## config.mk

```make
export PLATFORM = sky130hd
export DESIGN_NAME = uart_rx_param_flat
export DESIGN_NICKNAME = d
export VERILOG_FILES = /design/src/rtl/uart_rx_param_if.sv /design/src/rtl/uart_rx_param.sv /design/src/flat_wrapper.sv
export SDC_FILE = /design/constraint.sdc
export NUM_CORES = 1
export LEC_CHECK = 0
export BUFFER_PORTS_ARGS = -buffer_cell sky130_fd_sc_hd__buf_2
export CORE_ASPECT_RATIO = 0.75
export CORE_MARGIN = 1
export CORE_UTILIZATION = 30
export DETAILED_ROUTE_END_ITERATION = 8
export GPL_TIMING_DRIVEN = 0
export PLACE_DENSITY_LB_ADDON = 0.12
export SETUP_SLACK_MARGIN = 0.2
export SYNTH_ARGS = -nofsm -noshare
export SYNTH_HDL_FRONTEND = slang
export SYNTH_SLANG_ARGS = --single-unit
```

## constraint.sdc

```tcl
create_clock -name clk -period 3.2 [get_ports clk]
set_input_delay 0.48 -clock clk [delete_from_list [all_inputs] [get_ports clk]]
set_output_delay 0.48 -clock clk [all_outputs]
set_load 0.1 [all_outputs]
```

## src/rtl/uart_rx_param_if.sv

```systemverilog
// rtl/uart_rx_param_if.sv - serial line and received-word bundle for uart_rx_param
interface uart_rx_param_if #(
    parameter int DATA_BITS = 8
);
    logic                 rx_serial;
    logic [DATA_BITS-1:0] data_out;
    logic                 valid;
    logic                 parity_err;
    logic                 frame_err;
    logic                 break_det;
    logic                 busy;

    modport master (
        output rx_serial,
        input  data_out, valid, parity_err, frame_err, break_det, busy
    );

    modport slave (
        input  rx_serial,
        output data_out, valid, parity_err, frame_err, break_det, busy
    );
endinterface

```

## src/rtl/uart_rx_param.sv

```systemverilog
// rtl/uart_rx_param.sv - parametrised UART receiver with 3-sample majority voting
// Parity checking is compiled only when UART_RX_PARITY_EN is defined.
module uart_rx_param #(
    parameter int FREQ      = 24_000_000,
    parameter int BAUD_RATE = 9600,
    parameter int DATA_BITS = 8,
    parameter int PARITY    = 0,
    parameter int STOP_BITS = 1
) (
    input  logic            clk,
    input  logic            rst,
    uart_rx_param_if.slave  bus
);
    localparam int BIT_CNT = FREQ / BAUD_RATE;
    localparam int HALF    = BIT_CNT / 2;
    localparam int CW      = $clog2(BIT_CNT);
    localparam int IW      = $clog2(DATA_BITS);

    localparam logic [CW-1:0] C_PRE  = CW'(HALF - 1);
    localparam logic [CW-1:0] C_MID  = CW'(HALF);
    localparam logic [CW-1:0] C_RES  = CW'(HALF + 1);
    localparam logic [CW-1:0] C_END  = CW'(BIT_CNT - 1);
    localparam logic [IW-1:0] I_LAST = IW'(DATA_BITS - 1);
    localparam logic          S_LAST = 1'(STOP_BITS - 1);

    localparam logic [2:0] S_IDLE   = 3'd0;
    localparam logic [2:0] S_START  = 3'd1;
    localparam logic [2:0] S_DATA   = 3'd2;
    localparam logic [2:0] S_STOP   = 3'd4;
    localparam logic [2:0] S_DONE   = 3'd5;
    localparam logic [2:0] S_WAIT   = 3'd6;
`ifdef UART_RX_PARITY_EN
    localparam logic [2:0] S_PARITY = 3'd3;
    localparam logic       PAR_ON   = (PARITY != 0);
    localparam logic       PAR_ODD  = (PARITY == 1);
`endif

    if (BIT_CNT < 8 || DATA_BITS < 5 || DATA_BITS > 9 || PARITY < 0 || PARITY > 2 ||
        STOP_BITS < 1 || STOP_BITS > 2) begin : g_bad_cfg
        $error("uart_rx_param: unsupported parameter set");
    end

    logic [1:0]           sync_q;
    logic [2:0]           state_q, state_d;
    logic [CW-1:0]        cnt_q, cnt_d;
    logic [IW-1:0]        idx_q, idx_d;
    logic                 stop_q, stop_d;
    logic                 s0_q, s0_d, s1_q, s1_d;
    logic [DATA_BITS-1:0] shift_q, shift_d;
    logic                 fe_acc_q, fe_acc_d, brk_acc_q, brk_acc_d;
    logic [DATA_BITS-1:0] dout_q, dout_d;
    logic                 ferr_q, ferr_d, brk_q, brk_d;
`ifdef UART_RX_PARITY_EN
    logic                 pe_acc_q, pe_acc_d, perr_q, perr_d;
`endif

    logic rx, maj, at_res, at_end, in_bit, fe_now, brk_now;

    assign rx     = sync_q[1];
    assign maj    = (s0_q & s1_q) | (s0_q & rx) | (s1_q & rx);
    assign at_res = (cnt_q == C_RES);
    assign at_end = (cnt_q == C_END);
    assign in_bit = (state_q == S_START) || (state_q == S_DATA) || (state_q == S_STOP)
`ifdef UART_RX_PARITY_EN
                    || (state_q == S_PARITY)
`endif
                    ;

    always_comb begin
        state_d   = state_q;
        cnt_d     = cnt_q;
        idx_d     = idx_q;
        stop_d    = stop_q;
        s0_d      = s0_q;
        s1_d      = s1_q;
        shift_d   = shift_q;
        fe_acc_d  = fe_acc_q;
        brk_acc_d = brk_acc_q;
        dout_d    = dout_q;
        ferr_d    = ferr_q;
        brk_d     = brk_q;
        fe_now    = fe_acc_q | ~maj;
        brk_now   = brk_acc_q & ~maj;
`ifdef UART_RX_PARITY_EN
        pe_acc_d  = pe_acc_q;
        perr_d    = perr_q;
`endif
        if (in_bit) begin
            if (cnt_q == C_PRE) s0_d = rx;
            if (cnt_q == C_MID) s1_d = rx;
            cnt_d = at_end ? '0 : cnt_q + 1'b1;
        end
        case (state_q)
            S_IDLE: begin
                cnt_d = '0;
                if (!rx) begin
                    state_d   = S_START;
                    idx_d     = '0;
                    stop_d    = 1'b0;
                    fe_acc_d  = 1'b0;
                    brk_acc_d = 1'b1;
`ifdef UART_RX_PARITY_EN
                    pe_acc_d  = 1'b0;
`endif
                end
            end
            S_START: begin
                if (at_res && maj) begin
                    state_d = S_IDLE;
                    cnt_d   = '0;
                end else if (at_end) begin
                    state_d = S_DATA;
                end
            end
            S_DATA: begin
                if (at_res) begin
                    shift_d   = {maj, shift_q[DATA_BITS-1:1]};
                    brk_acc_d = brk_now;
                end
                if (at_end) begin
                    if (idx_q == I_LAST) begin
`ifdef UART_RX_PARITY_EN
                        state_d = PAR_ON ? S_PARITY : S_STOP;
`else
                        state_d = S_STOP;
`endif
                    end else begin
                        idx_d = idx_q + 1'b1;
                    end
                end
            end
`ifdef UART_RX_PARITY_EN
            S_PARITY: begin
                if (at_res) begin
                    pe_acc_d  = ((^shift_q) ^ maj) != PAR_ODD;
                    brk_acc_d = brk_now;
                end
                if (at_end) state_d = S_STOP;
            end
`endif
            S_STOP: begin
                if (at_res) begin
                    fe_acc_d  = fe_now;
                    brk_acc_d = brk_now;
                    // Leave at the last stop sample, not the bit end, so a back-to-back start is caught.
                    if (stop_q == S_LAST) begin
                        state_d = S_DONE;
                        cnt_d   = '0;
                        dout_d  = shift_q;
                        ferr_d  = fe_now;
                        brk_d   = brk_now;
`ifdef UART_RX_PARITY_EN
                        perr_d  = pe_acc_q;
`endif
                    end
                end else if (at_end) begin
                    stop_d = 1'b1;
                end
            end
            S_DONE:  state_d = ferr_q ? S_WAIT : S_IDLE;
            S_WAIT:  if (rx) state_d = S_IDLE;
            default: state_d = S_IDLE;
        endcase
    end

    always_ff @(posedge clk) begin
        if (rst) begin
            sync_q    <= 2'b11;
            state_q   <= S_IDLE;
            cnt_q     <= '0;
            idx_q     <= '0;
            stop_q    <= 1'b0;
            s0_q      <= 1'b1;
            s1_q      <= 1'b1;
            shift_q   <= '0;
            fe_acc_q  <= 1'b0;
            brk_acc_q <= 1'b0;
            dout_q    <= '0;
            ferr_q    <= 1'b0;
            brk_q     <= 1'b0;
`ifdef UART_RX_PARITY_EN
            pe_acc_q  <= 1'b0;
            perr_q    <= 1'b0;
`endif
        end else begin
            sync_q    <= {sync_q[0], bus.rx_serial};
            state_q   <= state_d;
            cnt_q     <= cnt_d;
            idx_q     <= idx_d;
            stop_q    <= stop_d;
            s0_q      <= s0_d;
            s1_q      <= s1_d;
            shift_q   <= shift_d;
            fe_acc_q  <= fe_acc_d;
            brk_acc_q <= brk_acc_d;
            dout_q    <= dout_d;
            ferr_q    <= ferr_d;
            brk_q     <= brk_d;
`ifdef UART_RX_PARITY_EN
            pe_acc_q  <= pe_acc_d;
            perr_q    <= perr_d;
`endif
        end
    end

    assign bus.data_out   = dout_q;
    assign bus.valid      = (state_q == S_DONE);
    assign bus.frame_err  = ferr_q;
    assign bus.break_det  = brk_q;
    assign bus.busy       = (state_q != S_IDLE);
`ifdef UART_RX_PARITY_EN
    assign bus.parity_err = perr_q;
`else
    assign bus.parity_err = 1'b0;
`endif
endmodule

```

## src/flat_wrapper.sv

```systemverilog
// flat-port wrapper written by rule: the top's interface ports become plain ports
module uart_rx_param_flat 
#(
    parameter int FREQ      = 24_000_000,
    parameter int BAUD_RATE = 9600,
    parameter int DATA_BITS = 8,
    parameter int PARITY    = 0,
    parameter int STOP_BITS = 1
)
  (clk, rst, bus_rx_serial, bus_data_out, bus_valid, bus_parity_err, bus_frame_err, bus_break_det, bus_busy);
  uart_rx_param_if #(.DATA_BITS(DATA_BITS)) bus_i ();
  input  logic clk;
  input  logic rst;
  input wire logic [$bits(bus_i.rx_serial)-1:0] bus_rx_serial;
  output wire logic [$bits(bus_i.data_out)-1:0] bus_data_out;
  output wire logic [$bits(bus_i.valid)-1:0] bus_valid;
  output wire logic [$bits(bus_i.parity_err)-1:0] bus_parity_err;
  output wire logic [$bits(bus_i.frame_err)-1:0] bus_frame_err;
  output wire logic [$bits(bus_i.break_det)-1:0] bus_break_det;
  output wire logic [$bits(bus_i.busy)-1:0] bus_busy;
  assign bus_i.rx_serial = bus_rx_serial;
  assign bus_data_out = bus_i.data_out;
  assign bus_valid = bus_i.valid;
  assign bus_parity_err = bus_i.parity_err;
  assign bus_frame_err = bus_i.frame_err;
  assign bus_break_det = bus_i.break_det;
  assign bus_busy = bus_i.busy;
  uart_rx_param #(.FREQ(FREQ), .BAUD_RATE(BAUD_RATE), .DATA_BITS(DATA_BITS), .PARITY(PARITY), .STOP_BITS(STOP_BITS)) u_core (.clk(clk), .rst(rst), .bus(bus_i));
endmodule
```

==> summary.md, run 1 <==
| Metric | Value |
|---|---|
| Total track usage | 13.1% |
| Via count | 1601 |
| TritonCTS clock tree | yes |
| Port bufs | 14 |
| First-pass GRT wire length | 7420 um |
| Grt total ovfl | 0 |
| Class of the worst hold path | primary input to flip-flop |
| Placed Cells incl. Taps | 326 |
| Core area | 6440 um^2 |
| Clk pin slew, worst setup/hold paths | 90 ps |
| DRC violations left | 0 |
| Non-Filler Instances | 334 |
| Total leakage power | 0.838 nW |
| Maximum VDD drop | 0.153 mV |
| Maximum buffer depth of the clock tree | 2 |
| FF-to-FF Start | u_core.cnt_q[1] |
| Clk_skew | 8.70 ps |
| Total wire length | 4270 um |
| Clk root buf | clkbuf_8 |
| Reg2reg path depth | 8 |
| CP most frequent cell | buf_6 |
| Vias per cell | 4.79 |
| Setup bufs post-CTS | 0 |
| Die Area | 7180 um^2 |
| Tcrit/Tclk final | 79.9% |
| Synth Register Bits | 43 |
| # hold bufs at CTS | 0 |
| Vias in the first global route | 1475 |
| Crit path max fanout | 10 |
| Share of layout cells above drive strength 1 | 15.8% |
| Main flop type after synthesis | dfxtp_1 |
| Die W | 97.5 um |
| Slew margin rel. | 35.7% |
| Status | complete, no violations |
| Maxcap violations | 0 |
| Avg Cell Area, Syn | 8.88 um^2 |
| Top cells by area, synth | dfxtp_1 (42%), mux2i_1 (8.3%), nor2_1 (8.2%), xnor2_1 (4.7%), ha_1 (3.0%) |
| Top delay family on crit path | simple AND/OR/NAND/NOR gates |
| Post-CTS Resized | 0 |
| WP depth | 8 |
| Post-route cell area | 2340 um^2 |
| Starting density of the core | 31.8% |
| # H-tree levels | 2 |
| CP arrival | 2740 ps |
| Multi-input logic area | 1090 um^2 |
| Mapped Nets | 239 |
| CP Launch Type | flip-flop |
| DP HPWL | 3090 um |
| Count leader, synth | nor2_1 |
| Final slew viol count | 0 |
| Pre-antenna DRT Iters | 4 |
| Cts bufs inserted | 5 |
| Max incr delay on CP | 520 ps |
| Antenna violations before repair | 0 |
| Synthesis-to-layout area growth | 14.0% |
| Worst-Skew Late Latency | 300 ps |
| Hold path cells | 2 |
| Worst slew pin tran | 955 ps |
| Buffers & Inverters on Critical Path | 2 |
| Yosys top cell by area | dfxtp_1 |
| Cells after Synth | 231 |
| Storage element area | 861 um^2 |
| FILL cells | 687 |
| GP Congestion | 0.744 |
| Nets | 260 |
| Register area share after synthesis | 42.0% |
| Post-synth ARST share | 0% |
| Fin util | 36.3% |
| Largest net degree at the start of global routing | 16 |
| Top-area cell type share of the netlist area | 42.0% |
| Max Clock Freq | 391 MHz |
| Post-Place Worst Slack | 639 ps |
| Setup TNS Final | 0 ps |
| CP Capture Type | flip-flop |
| # rows | 25 |
| Placed Area | 2220 um^2 |
| Hold Crit Start | bus_rx_serial |
| Cells along the critical path | ha_1 -> or4b_4 -> or4_4 -> buf_6 -> nor3_4 -> buf_6 -> mux2i_1 -> nor2_1 |
| Pwr dens | 442 nW/um^2 |
| DRT iter0 DRCs | 90 |
| Slowest CP cell | or4_4 |
| Routed Antenna Nets | 0 |
| Die height | 73.6 um |
| Synthesis Warnings | 0 |
| Cell area after synthesis | 2050 um^2 |
| CTS sink count | 43 |
| WS Path Type | flip-flop to flip-flop |
| Fin crit period | 2560 ps |
| Setup slack after layout | 644 ps |
| Post-synth top cells | nor2_1 (45), dfxtp_1 (43), mux2i_1 (17) |
| RSZ-0062 raised after global routing | false |
| Drt wl/cell | 12.8 um |
| Critical Path Start | u_core.cnt_q[1] |
| CP required | 3380 ps |
| Hold Fails Final Rpt | 0 |
| Ports | 16 |
| Post-synth EDFFs | 0 |
| Library cells used by synthesis | 46 |
| Number of diodes | 0 |
| Count of final setup violators | 0 |
worst paths after layout:
path	endpoint	slack (ps)
worst min-delay path	u_core.sync_q[0]	350
worst max register to register	u_core.bus.data_out[3]	640
worst min register to register	u_core.sync_q[1]	420
worst max-delay path	u_core.bus.data_out[3]	640
stage by stage:
stage	total power (W)	hold slack [ps]
final	0.00103	349
after global routing	0.00108	345
after CTS	0.00105	341
after detailed placement	0.000600	393
after global placement	0.000601	393
after floorplan	0.000588	389
per-layer routing:
metal / global-route usage, % / routed length [um] / part of all wire [%] / vias up
met2: 16.9 / 1580 / 37 / 20
met1: 20.3 / 2490 / 58 / 737
met5: 0 / 0 / 0 / -
li1: - / - / - / 840
met4: 4.41 / 42 / 0.98 / 0
met3: 3.43 / 152 / 3.6 / 4
worst register-to-register path, cell delays in order (launching register included):
cell     delay [ps]
dfxtp_1         410
ha_1            220
or4b_4          490
or4_4           520
buf_6           160
nor3_4          180
buf_6           210
mux2i_1         200
nor2_1           50
cell type report:
cell class / count / area share, %
Inverter: 5 / 0.802
Timing Repair Buffer: 14 / 2.99
Clock buffer: 5 / 2.94
Multi-Input combinational cell: 170 / 46.6
Clock inverter: 3 / 2.03
Sequential cell: 43 / 36.8
Tap cell: 81 / 4.33
Buffer: 13 / 3.53
cell usage in the layout, fill, tap and decap left out, types with 2 or more instances in the layout:
master / instances
nor2_1: 45
dfxtp_1: 43
mux2i_1: 17
buf_2: 14
nand2_1: 12
xnor2_1: 11
nor3_1: 9
clkbuf_1: 8
nand2b_1: 8
a21oi_1: 7
inv_1: 5
nor4_1: 5
nand3_1: 5
ha_1: 5
clkbuf_8: 5
buf_6: 4
or3_1: 3
nand3b_1: 3
a31oi_1: 3
o21ai_0: 3
or2_2: 3
nand4_1: 3
and2_1: 2
a221oi_1: 2
a211oi_1: 2
where the power goes:
part | internal, W | total, W | switching [W]
Sequential | 0.000537 | 0.000539 | 0.00000110
Clock | 0.000237 | 0.000446 | 0.000209
Combinational | 0.0000129 | 0.0000492 | 0.0000363
Total | 0.000787 | 0.00103 | 0.000246
state kept, by name (all words and copies together) (netlist names), 2 cells and up:
register,cells
u_core.bus.data_out,8
u_core.shift_q,8
u_core.state_q,3
u_core.idx_q,3
u_core.cnt_q,12
u_core.sync_q,2
cell families (layout without fill, tap and decap cells):
logic type / count (synthesis) / count (layout) / share of synthesized area (%)
buf+inv: 18 / 40 / 4.94
mux: 17 / 17 / 8.29
fa+ha+maj: 6 / 6 / 3.54
other cells: 1 / 1 / 0.183
simple gates: 109 / 109 / 27.4
flops: 43 / 43 / 42.0
xor+xnor: 12 / 12 / 5.12
compound gates: 25 / 25 / 8.54
(Power assumes the default switching activity.)
==> run 2: changes to the inputs <==
==> constraint.sdc (replaced) <==
create_clock -name clk -period 2.3 [get_ports clk]
set_input_delay 0.345 -clock clk [delete_from_list [all_inputs] [get_ports clk]]
set_output_delay 0.345 -clock clk [all_outputs]
set_load 0.1 [all_outputs]
==> summary.md, run 2 (synthesized netlist as in run 1, its figures left out) <==
| Metric | Value |
|---|---|
| RSZ-0062 raised after global routing | true |
| R2R Path End | u_core.bus.data_out[2] |
| Pre-antenna DRT Iters | 4 |
| Drt wl/cell | 13.6 um |
| Worst Hold Path EP | u_core.sync_q[0] |
| # rows | 25 |
| DRT iter0 DRCs | 87 |
| Class of the worst hold path | primary input to flip-flop |
| FF-to-FF Start | u_core.cnt_q[1] |
| Clk root buf | clkbuf_8 |
| Status | complete, no violations |
| CP Capture Type | flip-flop |
| Nets | 279 |
| Top reg by flops | u_core.cnt_q |
| Clk pin slew, worst setup/hold paths | 90 ps |
| Reg2reg path depth | 8 |
| Maximum VDD drop | 0.228 mV |
| Ports | 16 |
| Final slew viol count | 0 |
| Clk_skew | 2.91 ps |
| CTS sink count | 43 |
| Placed Cells incl. Taps | 326 |
| Share of layout cells above drive strength 1 | 30.1% |
| Metal2 WL | 1920 um |
| Count of final setup violators | 0 |
| Wl on met1 | 2680 um |
| Hold path cells | 2 |
| Synthesis-to-layout area growth | 28.6% |
| CP arrival | 2430 ps |
| Top sig layer | met4 |
| Vias in the first global route | 1503 |
| GP Congestion | 0.744 |
| Non-Filler Instances | 353 |
| Grt total ovfl | 0 |
| Cts bufs inserted | 5 |
| Vias per cell | 4.74 |
| Antenna violations before repair | 0 |
| Maxcap violations | 0 |
| Total leakage power | 0.983 nW |
| Die Area | 7180 um^2 |
| WS Path Type | flip-flop to flip-flop |
| Via count | 1674 |
| Max Clock Freq | 443 MHz |
| Slew margin rel. | 40.4% |
| Die height | 73.6 um |
| Fin util | 41.0% |
| Most common cell after layout, fill and taps aside | nor2_1 |
| DRC violations left | 0 |
| # H-tree levels | 2 |
| Setup TNS Final | 0 ps |
| Total track usage | 13.5% |
| R2R Setup Slk | 40 ps |
| Pwr dens | 523 nW/um^2 |
| Hold Crit Start | bus_rx_serial |
| Tcrit/Tclk final | 98.1% |
| FILL cells | 641 |
| Hold Fails Final Rpt | 0 |
| Routed wl met3 | 166 um |
| TritonCTS clock tree | yes |
| Total power | 0.00138 W |
| Die W | 97.5 um |
| CP Launch Type | flip-flop |
| CP required | 2470 ps |
| Crit path max fanout | 6 |
| Largest net degree at the start of global routing | 15 |
| Maximum buffer depth of the clock tree | 2 |
| Routed Antenna Nets | 0 |
| Port bufs | 14 |
| First-pass GRT wire length | 7570 um |
| Total wire length | 4810 um |
| Worst-Skew Late Latency | 300 ps |
| Core area | 6440 um^2 |
| # hold bufs at CTS | 0 |
| Largest register FFs | 12 |
| Fin crit period | 2260 ps |
| Starting density of the core | 31.8% |
| DP HPWL | 3130 um |
| Number of diodes | 0 |
| Worst slew pin tran | 888 ps |
| Commonest non-fill, non-tap cells in the layout | nor2_1 (43), dfxtp_1 (39), mux2i_1 (17), buf_4 (14), buf_2 (14) |
==> run 2: cell count changes in the layout (fill, tap and decap cells not counted), sizes merged <==
| cell | delta |
|---|---|
| clkbuf | +1 |
| buf | +19 |
| clkinv | +1 |
| bufinv | -1 |
| inv | -1 |
==> run 2: worst max path at each step <==
| stage | start | endpoint | slack [ps] | depth (start not counted) |
|---|---|---|---|---|
| after floorplan | u_core.cnt_q[1] | u_core.bus.data_out[7] | 60 | 8 |
| after global placement | u_core.cnt_q[1] | u_core.bus.data_out[6] | -80 | 8 |
| after detailed placement | u_core.cnt_q[1] | u_core.bus.data_out[3] | -80 | 8 |
| after CTS | u_core.cnt_q[1] | u_core.bus.data_out[0] | 50 | 8 |
| after global routing | u_core.cnt_q[1] | u_core.bus.data_out[6] | -50 | 8 |
| final | u_core.cnt_q[1] | u_core.bus.data_out[2] | 40 | 8 |
==> run 2: area by class of cell <==
class / instances / area (um^2) / share of cell area, %
multi-input combinational: 170 / 1210 / 45.9
inverter: 5 / 18.8 / 0.711
clock buffer: 6 / 93.8 / 3.56
clock inverter: 2 / 13.8 / 0.522
timing repair buffer: 33 / 244 / 9.25
tap: 81 / 101 / 3.84
buffer: 13 / 86.3 / 3.27
sequential: 43 / 871 / 33.0
==> run 2: stage by stage <==
stage                     cell area [um^2]  setup slack, ps  hold slack [ps]
final                                 2640             43.9              223
after global routing                  2640            -52.1              225
after CTS                             2470             49.1              210
after detailed placement              2240            -76.1              395
after global placement                2240            -81.5              392
after floorplan                       2070             63.2              389
==> run 2: metal layers <==
layer / up-vias / global-route usage (%)
met5: - / 0
met4: 0 / 4.41
met3: 5 / 3.62
met2: 20 / 18.6
met1: 769 / 20.2
li1: 880 / -
==> run 2: worst max-delay path: stages (launching register included) <==
cell and delay [ps]:
dfxtp_4 370, ha_4 130, or4b_4 460, or4_4 430
buf_6 150, nor3_4 180, buf_4 160, mux2i_1 200
nor2_1 50
==> run 2: what timing repair did <==
item                       4_1_cts  5_1_grt
gates resized for setup         11       23
setup endpoints to repair       34       37
cloned                           2        0
buffers inserted                 9        8
pin swaps                        3        9
==> run 2: where the power goes <==
group	switching, W	total, W	leakage (nW)	internal [W]
registers	0.00000193	0.000747	0.350	0.000745
logic	0.0000532	0.0000738	0.577	0.0000206
clock network	0.000279	0.000559	0.0563	0.000280
total	0.000334	0.00138	0.983	0.00105
==> run 3: changes to the inputs <==
==> constraint.sdc (replaced) <==
create_clock -name clk -period 1.8 [get_ports clk]
set_input_delay 0.27 -clock clk [delete_from_list [all_inputs] [get_ports clk]]
set_output_delay 0.27 -clock clk [all_outputs]
set_load 0.1 [all_outputs]
==> summary.md, run 3 (synthesized netlist as in run 1, its figures left out) <==
| Metric | Value |
|---|---|
| Status | finished, violations left |
| Failing checks | setup timing |
| Antenna violations before repair | 0 |
| Core area | 6440 um^2 |
| Storage element area | 875 um^2 |
| DRC violations left | 0 |
| Crit path max fanout | 5 |
| Total leakage power | 1.01 nW |
| Slew margin rel. | 58.4% |
| Setup slack after layout | -486 ps |
| CP required | 2000 ps |
| Clock power frac | 40.3% |
| Starting density of the core | 31.8% |
| CTS sink count | 43 |
| GP Congestion | 0.755 |
| Grt total ovfl | 0 |
| Die Area | 7180 um^2 |
| Clk root buf | clkbuf_8 |
| First-pass GRT wire length | 7850 um |
| Count of final setup violators | 38 |
| Reg2reg path depth | 9 |
| Fin crit period | 2290 ps |
| Hold path cells | 2 |
| Top reg by flops | u_core.cnt_q |
| DRT iter0 DRCs | 103 |
| Maximum VDD drop | 0.259 mV |
| Largest register FFs | 12 |
| Pwr dens | 642 nW/um^2 |
| Non-Filler Instances | 354 |
| Pint | 0.00135 W |
| Cts bufs inserted | 5 |
| Worst slew pin tran | 624 ps |
| Drt wl/cell | 13.9 um |
| Port bufs | 14 |
| Worst Hold Path EP | u_core.sync_q[0] |
| Class of the worst hold path | primary input to flip-flop |
| Via count | 1699 |
| Most common cell after layout, fill and taps aside | dfxtp_1 |
| Placed Cells incl. Taps | 326 |
| Hold Fails Final Rpt | 0 |
| CP arrival | 2490 ps |
| Vias per cell | 4.80 |
| Hold slack | 140 ps |
| R2R Setup Slk | -490 ps |
| Nets | 280 |
| Total power | 0.00179 W |
| Die height | 73.6 um |
| Commonest non-fill, non-tap cells in the layout | dfxtp_1 (38), nor2_1 (37), mux2i_1 (17), buf_6 (13), buf_2 (12) |
| RSZ-0062 raised after global routing | true |
| Die W | 97.5 um |
| FF-to-FF Start | u_core.cnt_q[1] |
| Synthesis-to-layout area growth | 36.0% |
| Share of layout cells above drive strength 1 | 34.4% |
| R2R Path End | u_core.cnt_q[11] |
| Comb pwr share | 6.4% |
| Worst-Skew Late Latency | 310 ps |
| Routed Antenna Nets | 0 |
| CP Launch Type | flip-flop |
| DP HPWL | 3190 um |
| FILL cells | 645 |
| Number of diodes | 0 |
| Maximum buffer depth of the clock tree | 2 |
| CP Capture Type | flip-flop |
| Vias in the first global route | 1517 |
| Largest net degree at the start of global routing | 15 |
| # H-tree levels | 2 |
| Total track usage | 14.1% |
| # rows | 25 |
| Multi-input logic area | 1280 um^2 |
| Clk pin slew, worst setup/hold paths | 90 ps |
| WS Path Type | flip-flop to flip-flop |
| Fin util | 43.3% |
| Maxcap violations | 0 |
| Total wire length | 4910 um |
| Clk_skew | 7.73 ps |
| Hold Crit Start | bus_rx_serial |
| Final slew viol count | 0 |
| TritonCTS clock tree | yes |
| Sw Ratio | 24.6% |
| NetSw | 0.000440 W |
| Tcrit/Tclk final | 127% |
| Max Clock Freq | 438 MHz |
| Ports | 16 |
| # hold bufs at CTS | 0 |
| Pre-antenna DRT Iters | 4 |
| Post-Place Worst Slack | -622 ps |
| Reg power frac | 53.3% |
[run 3: changes by cell type in the layout (fill, tap and decap cells not counted), moves of 3 or more]
| cell | change |
|---|---|
| clkbuf_2 | -3 |
| nor2_2 | +4 |
| buf_6 | +4 |
| buf_4 | -3 |
| nor2_1 | -6 |
[run 3: worst max path at each step]
| stage | startpoint | to | cells after the start |
|---|---|---|---|
| floorplan | u_core.cnt_q[1] | u_core.bus.data_out[7] | 8 |
| global placement | u_core.cnt_q[1] | u_core.bus.data_out[6] | 8 |
| detailed placement | u_core.cnt_q[1] | u_core.bus.data_out[3] | 8 |
| CTS | u_core.cnt_q[1] | u_core.bus.data_out[3] | 8 |
| global route | u_core.cnt_q[1] | u_core.bus.data_out[7] | 8 |
| finish | u_core.cnt_q[1] | u_core.cnt_q[11] | 9 |
[run 3: worst max-delay path, stage by stage (launching register included)]
cell     delay, ps
dfxtp_4        370
ha_4           130
or4b_4         450
or4_4          420
buf_6          150
buf_4          130
nor4_4         150
a211o_2        200
buf_6          140
nor2_1          50
[run 3: timing repair]
item,4_1_cts,5_1_grt
resized for setup,43,23
endpoints found under the setup margin,42,42
buffers inserted,10,8
cloned,1,1
pin swaps,20,9
[run 3: power by group through the flow]
| stage | combinational, W | clock (W) | sequential [W] |
|---|---|---|---|
| after floorplan | 0.0000693 | 0 | 0.000978 |
| after global placement | 0.0000905 | 0 | 0.000979 |
| after detailed placement | 0.0000902 | 0 | 0.000979 |
| after CTS | 0.000107 | 0.000735 | 0.000955 |
| after global routing | 0.000124 | 0.000775 | 0.000954 |
| final | 0.000115 | 0.000721 | 0.000954 |
[run 3: area by class of cell]
type / instances / area share [%]
Clock inverter: 2 / 0.493
Buffer: 13 / 4.08
Clock buffer: 6 / 3.36
Sequential cell: 43 / 31.3
Tap cell: 81 / 3.63
Timing Repair Buffer: 34 / 10.6
Inverter: 5 / 0.673
Multi-Input combinational cell: 170 / 45.8
[run 3: metrics by stage]
step           area (um^2)  TNS, ps
2_1_floorplan         2090    -9480
3_3_place_gp          2260   -16910
3_5_place_dp          2260   -17190
4_1_cts               2640   -12980
5_1_grt               2790   -17890
6_report              2790   -14970
[run 3: layer usage]
metal	up-vias	global-route usage [%]	routed length (um)
met2	23	18.3	1920
met3	4	3.71	157
met1	796	21.8	2790
met4	0	4.90	42
li1	876	-	-
met5	-	0	0
